<file path="config.mk">
export PLATFORM = sky130hd
export DESIGN_NAME = bof_range_ctrl_flat
export DESIGN_NICKNAME = d
export VERILOG_FILES = /design/src/rtl/bof_range_ctrl_if.sv /design/src/rtl/bof_range_ctrl.sv /design/src/flat_wrapper.sv
export SDC_FILE = /design/constraint.sdc
export NUM_CORES = 1
export LEC_CHECK = 0
export BUFFER_PORTS_ARGS = -buffer_cell sky130_fd_sc_hd__buf_2
export CELL_PAD_IN_SITES_DETAIL_PLACEMENT = 1
export CELL_PAD_IN_SITES_GLOBAL_PLACEMENT = 2
export CORE_ASPECT_RATIO = 0.7
export CORE_MARGIN = 1
export CORE_UTILIZATION = 35
export DETAILED_ROUTE_END_ITERATION = 8
export PLACE_DENSITY_LB_ADDON = 0.1
export RECOVER_POWER = 25
export SLEW_MARGIN = 10
export SYNTH_ARGS = -nofsm -noshare
export SYNTH_HDL_FRONTEND = slang
export SYNTH_SLANG_ARGS = --single-unit
</file>
<file path="constraint.sdc">
create_clock -name clk_i -period 3.1 [get_ports clk_i]
set_input_delay 0.155 -clock clk_i [delete_from_list [all_inputs] [get_ports clk_i]]
set_output_delay 0.155 -clock clk_i [all_outputs]
set_load 0.01 [all_outputs]
</file>
<file path="src/rtl/bof_range_ctrl_if.sv">
// Commit port between the overflow-range controller and the range circular buffer.
// The controller drives the range and valid; the buffer answers with ready.
interface bof_range_ctrl_if #(
  parameter int unsigned ADDR_W = 32
) ();
  logic              buf_wr_valid_o;
  logic              buf_wr_ready_i;
  logic [ADDR_W-1:0] buf_first_o;
  logic [ADDR_W-1:0] buf_last_o;

  modport master (
    output buf_wr_valid_o,
    output buf_first_o,
    output buf_last_o,
    input  buf_wr_ready_i
  );

  modport slave (
    input  buf_wr_valid_o,
    input  buf_first_o,
    input  buf_last_o,
    output buf_wr_ready_i
  );
endinterface

</file>
<file path="src/rtl/bof_range_ctrl.sv">
// Tracks runs of contiguous non-stack stores, commits long runs to the range buffer,
// and requests a crash when a JALR follows a load from a tracked or buffered range.
module bof_range_ctrl #(
  parameter int unsigned ADDR_W        = 32,
  parameter int unsigned MIN_RUN_BYTES = 32,
  parameter int unsigned TIMEOUT       = 10
) (
  input  logic              clk_i,
  input  logic              rst_ni,
  input  logic              rst_us_i,
  input  logic              en_i,
  input  logic              instr_valid_i,
  input  logic              is_store_i,
  input  logic [2:0]        store_size_i,
  input  logic              is_load_i,
  input  logic              is_jalr_i,
  input  logic [4:0]        rs1_i,
  input  logic [ADDR_W-1:0] vaddr_i,
  input  logic              addr_in_buf_i,
  bof_range_ctrl_if.master  buf_if,
  output logic              active_o,
  output logic [ADDR_W-1:0] run_count_o,
  output logic              crash_o
);

  localparam int unsigned   TW         = (TIMEOUT < 1) ? 1 : $clog2(TIMEOUT + 1);
  localparam logic [TW-1:0] TIMER_INIT = TW'(TIMEOUT);

  typedef enum logic [1:0] {
    IDLE   = 2'd0,
    TRACK  = 2'd1,
    COMMIT = 2'd2
  } state_t;

  state_t            state_q;
  logic [ADDR_W-1:0] start_q;
  logic [ADDR_W-1:0] next_q;
  logic [ADDR_W-1:0] last_q;
  logic [ADDR_W-1:0] count_q;
  logic [TW-1:0]     timer_q;
  logic              taint_q;
  logic              crash_q;
  logic              valid_q;
  logic              active_q;

  logic [ADDR_W-1:0] size_ext;
  logic [ADDR_W:0]   end_sum;
  logic [ADDR_W:0]   cnt_sum;
  logic [ADDR_W-1:0] cnt_sat;
  logic [ADDR_W-1:0] end_last;
  logic              tracked_st;
  logic              non_store;
  logic              contiguous;
  logic              run_long;
  logic              in_range;
  logic              start_run;
  logic              ext_run;
  logic              timer_out;

  // The wider sums expose a run end that would wrap past the top of the address space.
  assign size_ext   = ADDR_W'(store_size_i);
  assign end_sum    = {1'b0, vaddr_i} + {1'b0, size_ext};
  assign cnt_sum    = {1'b0, count_q} + {1'b0, size_ext};
  assign cnt_sat    = cnt_sum[ADDR_W] ? '1 : cnt_sum[ADDR_W-1:0];
  assign end_last   = end_sum[ADDR_W-1:0] - ADDR_W'(1);

  assign tracked_st = instr_valid_i && is_store_i && (rs1_i != 5'd2) && (rs1_i != 5'd8);
  assign non_store  = instr_valid_i && !is_store_i;
  assign contiguous = (vaddr_i == next_q) && !end_sum[ADDR_W];
  assign run_long   = count_q > ADDR_W'(MIN_RUN_BYTES);
  assign in_range   = (state_q == TRACK) && (vaddr_i >= start_q) && (vaddr_i <= last_q);
  assign timer_out  = non_store && (timer_q == '0);

  assign start_run  = tracked_st &&
                      ((state_q == IDLE) || ((state_q == TRACK) && !contiguous && !run_long));
  assign ext_run    = (state_q == TRACK) && tracked_st && contiguous;

  // Run bookkeeping, state sequencing and taint tracking share one register process.
  always_ff @(posedge clk_i or negedge rst_ni) begin
    if (!rst_ni) begin
      state_q  <= IDLE;
      start_q  <= '0;
      next_q   <= '0;
      last_q   <= '0;
      count_q  <= '0;
      timer_q  <= TIMER_INIT;
      taint_q  <= 1'b0;
      crash_q  <= 1'b0;
      valid_q  <= 1'b0;
      active_q <= 1'b0;
    end else if (rst_us_i) begin
      state_q  <= IDLE;
      timer_q  <= TIMER_INIT;
      taint_q  <= 1'b0;
      crash_q  <= 1'b0;
      valid_q  <= 1'b0;
      active_q <= 1'b0;
    end else begin
      crash_q <= 1'b0;
      if (instr_valid_i && is_jalr_i) begin
        crash_q <= taint_q && en_i;
        taint_q <= 1'b0;
      end else if (instr_valid_i && is_load_i) begin
        taint_q <= addr_in_buf_i || in_range;
      end

      if (start_run) begin
        start_q <= vaddr_i;
        next_q  <= end_sum[ADDR_W-1:0];
        last_q  <= end_last;
        count_q <= size_ext;
        timer_q <= TIMER_INIT;
      end else if (ext_run) begin
        next_q  <= end_sum[ADDR_W-1:0];
        last_q  <= end_last;
        count_q <= cnt_sat;
        timer_q <= TIMER_INIT;
      end else if ((state_q == TRACK) && non_store && (timer_q != '0)) begin
        timer_q <= timer_q - TW'(1);
      end

      case (state_q)
        IDLE: begin
          if (tracked_st) begin
            state_q  <= TRACK;
            active_q <= 1'b1;
          end
        end
        TRACK: begin
          if (run_long && ((tracked_st && !contiguous) || timer_out)) begin
            state_q  <= COMMIT;
            active_q <= 1'b0;
            valid_q  <= 1'b1;
          end else if (timer_out) begin
            state_q  <= IDLE;
            active_q <= 1'b0;
          end
        end
        COMMIT: begin
          if (buf_if.buf_wr_ready_i) begin
            state_q <= IDLE;
            valid_q <= 1'b0;
          end
        end
        default: begin
          state_q  <= IDLE;
          active_q <= 1'b0;
          valid_q  <= 1'b0;
        end
      endcase
    end
  end

  assign buf_if.buf_wr_valid_o = valid_q;
  assign buf_if.buf_first_o    = start_q;
  assign buf_if.buf_last_o     = last_q;
  assign active_o              = active_q;
  assign run_count_o           = count_q;
  assign crash_o               = crash_q;

endmodule

</file>
<file path="src/flat_wrapper.sv">
// flat-port wrapper written by rule: the top's interface ports become plain ports
module bof_range_ctrl_flat 
#(
  parameter int unsigned ADDR_W        = 32,
  parameter int unsigned MIN_RUN_BYTES = 32,
  parameter int unsigned TIMEOUT       = 10
)
  (clk_i, rst_ni, rst_us_i, en_i, instr_valid_i, is_store_i, store_size_i, is_load_i, is_jalr_i, rs1_i, vaddr_i, addr_in_buf_i, active_o, run_count_o, crash_o, buf_if_buf_wr_valid_o, buf_if_buf_first_o, buf_if_buf_last_o, buf_if_buf_wr_ready_i);
  bof_range_ctrl_if #(.ADDR_W(ADDR_W)) buf_if_i ();
  input  logic clk_i;
  input  logic rst_ni;
  input  logic rst_us_i;
  input  logic en_i;
  input  logic instr_valid_i;
  input  logic is_store_i;
  input  logic [2:0] store_size_i;
  input  logic is_load_i;
  input  logic is_jalr_i;
  input  logic [4:0] rs1_i;
  input  logic [ADDR_W-1:0] vaddr_i;
  input  logic addr_in_buf_i;
  output logic active_o;
  output logic [ADDR_W-1:0] run_count_o;
  output logic crash_o;
  output wire logic [$bits(buf_if_i.buf_wr_valid_o)-1:0] buf_if_buf_wr_valid_o;
  output wire logic [$bits(buf_if_i.buf_first_o)-1:0] buf_if_buf_first_o;
  output wire logic [$bits(buf_if_i.buf_last_o)-1:0] buf_if_buf_last_o;
  input wire logic [$bits(buf_if_i.buf_wr_ready_i)-1:0] buf_if_buf_wr_ready_i;
  assign buf_if_buf_wr_valid_o = buf_if_i.buf_wr_valid_o;
  assign buf_if_buf_first_o = buf_if_i.buf_first_o;
  assign buf_if_buf_last_o = buf_if_i.buf_last_o;
  assign buf_if_i.buf_wr_ready_i = buf_if_buf_wr_ready_i;
  bof_range_ctrl #(.ADDR_W(ADDR_W), .MIN_RUN_BYTES(MIN_RUN_BYTES), .TIMEOUT(TIMEOUT)) u_core (.clk_i(clk_i), .rst_ni(rst_ni), .rst_us_i(rst_us_i), .en_i(en_i), .instr_valid_i(instr_valid_i), .is_store_i(is_store_i), .store_size_i(store_size_i), .is_load_i(is_load_i), .is_jalr_i(is_jalr_i), .rs1_i(rs1_i), .vaddr_i(vaddr_i), .addr_in_buf_i(addr_in_buf_i), .buf_if(buf_if_i), .active_o(active_o), .run_count_o(run_count_o), .crash_o(crash_o));
endmodule
</file>
==> qor.yml <==
rsz0062_at_grt: "true"
grt_pass1_wl_um: 51080
reg2reg_depth: 11
dpl.cell_count: 1663
synth_compound_area_frac: 0.1422
die-area_um2: 27880
placed_area_um2: 11320
fin_ws_ns: 0.2152
fmax_mhz: 346.6
ant_nets: 0
final-setup-viol-count: 0
critical_path_arrival_ns: 3.21
fillers: 3264
rrSetupSlack_ns: 0.22
route.detailed.drc: 0
drive_above_1_share: 0.2479
finalInstanceArea_um2: 11980
synthArstFlopShare: 1.000
cp-start-kind: "flop"
nNetsFinal: 1447
final.period_utilization: 0.9306
peakVddDrop_v: 0.0004084
via_count: 8743
ys.flop_type: "dfrtp_1"
avgSynthCellArea_um2: 8.579
yosysSeqAreaShare: 0.3629
tightest_slew_ns: 1.555
maxCapViolations: 1
min_from: "vaddr_i[3]"
ys_ff_latch: 138
first_pass_iters: 5
die_w_um: 199.2
grt_overflow: 0
maxSlewViolCount: 59
synth-simple-area-share: 0.2077
insertion_delay_ns: 0.44
die_h_um: 140.0
dp_slack_ns: -0.1189
synth_edf_count: 0
holdPathStages: 2
synthAdderAreaFrac: 0.1001
grt_max_degree: 59
outcome: "finished, violations left"
leakage_uw: 0.005861
track_usage: 0.2392
via_per_inst: 5.143
crit_fanout: 4
synth_xor_area_frac: 0.08829
power_density_nw_per_um2: 531.2
finalCriticalPeriod_ns: 2.885
min_to: "u_core.buf_if.buf_first_o[3]"
postSynthCellCount: 1110
setup-tns-final_ns: 0
synth_top_family_by_area: "simple AND/OR/NAND/NOR gates"
holdWs_ns: 0.04564
synthMuxAreaShare: 0.04165
routed_wl_um: 32110
path_class: "flop to flop"
start_util: 0.3565
row_count: 50
cts_made_buffers: 17
ios: 149
netlist_area_um2: 9523
cts_htree_levels: 4
slew_headroom: -0.03685
wl_per_cell_um: 18.89
timing_hold_violations_final: 0
fin_cells: 1700
syn_to_final_growth_pct: 25.82
synth.distinct_cells: 61
cp.required_ns: 3.42
cts_root_buffer: "clkbuf_16"
clock_sinks: 138
cts_setup_buffers: 0
mappedNetlistNets: 1235
globalplace.congestion: 0.8149
r2r-start: "u_core.run_count_o[0]"
core_area_um2: 26710
dp_hpwl_um: 24890
drt_iter0_markers: 405
fin_skew_ns: 0.01227
holdCritPathClass: "input pin to flop"
clockBufferDepth: 2
antenna_found_initial: 1
portBuffers: 148
worstSetupEndpointType: "flop"
rr_endpoint: "u_core.run_count_o[26]"
violations: "capacitance limit, slew limit"
grt_pass1_vias: 8966
clk_pin_slew_ns: 0.06
tritoncts: "done"
yosys_warnings: 0
cell type report:
| cell class | count | area (um2) | share of cell area |
|---|---|---|---|
| Clock buffer | 20 | 446.7 | 0.03728 |
| Sequential cell | 138 | 3456 | 0.2884 |
| Inverter | 85 | 319.1 | 0.02663 |
| Clock inverter | 12 | 172.7 | 0.01441 |
| Antenna cell | 1 | 2.502 | 0.0002089 |
| Timing Repair Buffer | 246 | 1555 | 0.1298 |
| Multi-Input combinational cell | 834 | 5574 | 0.4652 |
| Tap cell | 364 | 455.4 | 0.03801 |
cell usage after synthesis, types with 3 or more instances:
cell	n	area, um2
mux2_2	29	326.6
buf_2	6	30.03
nor3b_1	4	30.03
nand3_1	41	205.2
nand4_1	28	175.2
ha_1	73	913.4
a211oi_1	6	45.04
xor2_1	59	516.8
and2_1	7	43.79
or3_1	6	37.54
dfrtp_1	136	3403
nor2b_1	6	37.54
nor2_1	50	187.7
or2_2	4	25.02
o21ai_0	96	480.5
nor4_1	23	143.9
clkbuf_1	43	161.4
a2bb2oi_1	9	78.83
inv_1	85	319.1
xnor2_1	37	324.1
a21oi_1	65	325.3
o211ai_1	3	22.52
and4_1	3	26.28
o31ai_1	5	37.54
mux2i_1	7	70.07
a2111oi_0	3	26.28
nor3_1	23	115.1
a31oi_1	10	62.56
buf_4	3	22.52
nand2b_1	7	43.79
a21o_1	22	165.2
nand2_1	154	578.1
and3_1	23	143.9
how the worst max path moves through the flow:
stage                                from                            end  cells after the start
floorplan                 store_size_i[0]  u_core.buf_if.buf_first_o[25]                     14
CTS                      u_core.next_q[0]   u_core.buf_if.buf_last_o[20]                     11
detailed placement             vaddr_i[0]   u_core.buf_if.buf_last_o[31]                     14
global placement               vaddr_i[0]   u_core.buf_if.buf_last_o[20]                     14
global route        u_core.run_count_o[0]         u_core.run_count_o[26]                     11
finish              u_core.run_count_o[0]         u_core.run_count_o[26]                     11
per-layer routing:
| metal | up-vias | track usage | routed length, um |
|---|---|---|---|
| met1 | 4292 | 0.3778 | 17620 |
| met4 | 0 | 0.05182 | 323 |
| li1 | 4283 | - | - |
| met5 | - | 0 | 0 |
| met3 | 21 | 0.04069 | 1159 |
| met2 | 147 | 0.3323 | 13010 |
placed cells by master (no fill, tap or decap), types with 9 or more instances in the layout:
cell type and n:
nand2_1 153, buf_2 148, dfrtp_1 136, o21ai_0 96, buf_4 86, inv_1 85
ha_1 73, a21oi_1 65, xor2_1 59, nor2_1 48, nand3_1 41, xnor2_1 37
mux2_2 29, nand4_1 28, nor4_1 23, and3_1 23, a21o_1 22, nor3_1 22
clkbuf_16 17, a31oi_1 9, a2bb2oi_1 9
metrics by stage:
stage	total power, uW	util
2_1_floorplan	3346	-
3_3_place_gp	4112	0.4238
3_5_place_dp	4168	0.4238
4_1_cts	6456	0.4485
5_1_grt	6766	0.4484
6_report	6364	0.4485
worst max-delay path: stages, from the launching register on:
cell and delay, ns:
dfrtp_1 0.42, ha_1 0.19, inv_1 0.05, fa_1 0.40, nand2b_1 0.19, a21oi_1 0.23, nand4_1 0.22, nor2_2 0.23
nand4_1 0.15, or3b_2 0.46, a21oi_1 0.15, nor2_1 0.06
flip-flops by register name (all words and copies together), names as in the netlist:
signal / flops
u_core.state_q: 2
u_core.buf_if.buf_last_o: 32
u_core.active_o: 1
u_core.run_count_o: 32
u_core.taint_q: 1
u_core.timer_q: 4
u_core.crash_o: 1
u_core.buf_if.buf_first_o: 32
u_core.buf_if.buf_wr_valid_o: 1
u_core.next_q: 32
cell families (layout without fill, tap and decap cells):
logic type | Yosys count | count (layout)
buf+inv | 138 | 363
flops | 138 | 138
compound gates | 229 | 229
mux | 36 | 36
simple gates | 398 | 398
xor+xnor | 96 | 96
fa+ha+maj | 75 | 75
other cells | 0 | 1
what timing repair did:
| item | 4_1_cts | 5_1_grt |
|---|---|---|
| gates resized for setup | 0 | 5 |
| hold buffers | 4 | 0 |
| hold endpoints to repair | 55 | 0 |
| setup endpoints to repair | 0 | 38 |
where the power goes:
group          leakage [uW]  switching (uW)  total (uW)  internal, uW
combinational       0.00382            1040        1810           766
clock              0.000300             863        2230          1360
sequential          0.00174             242        2330          2090
total               0.00586            2150        6360          4220
Power figures use the tool's default switching activity.
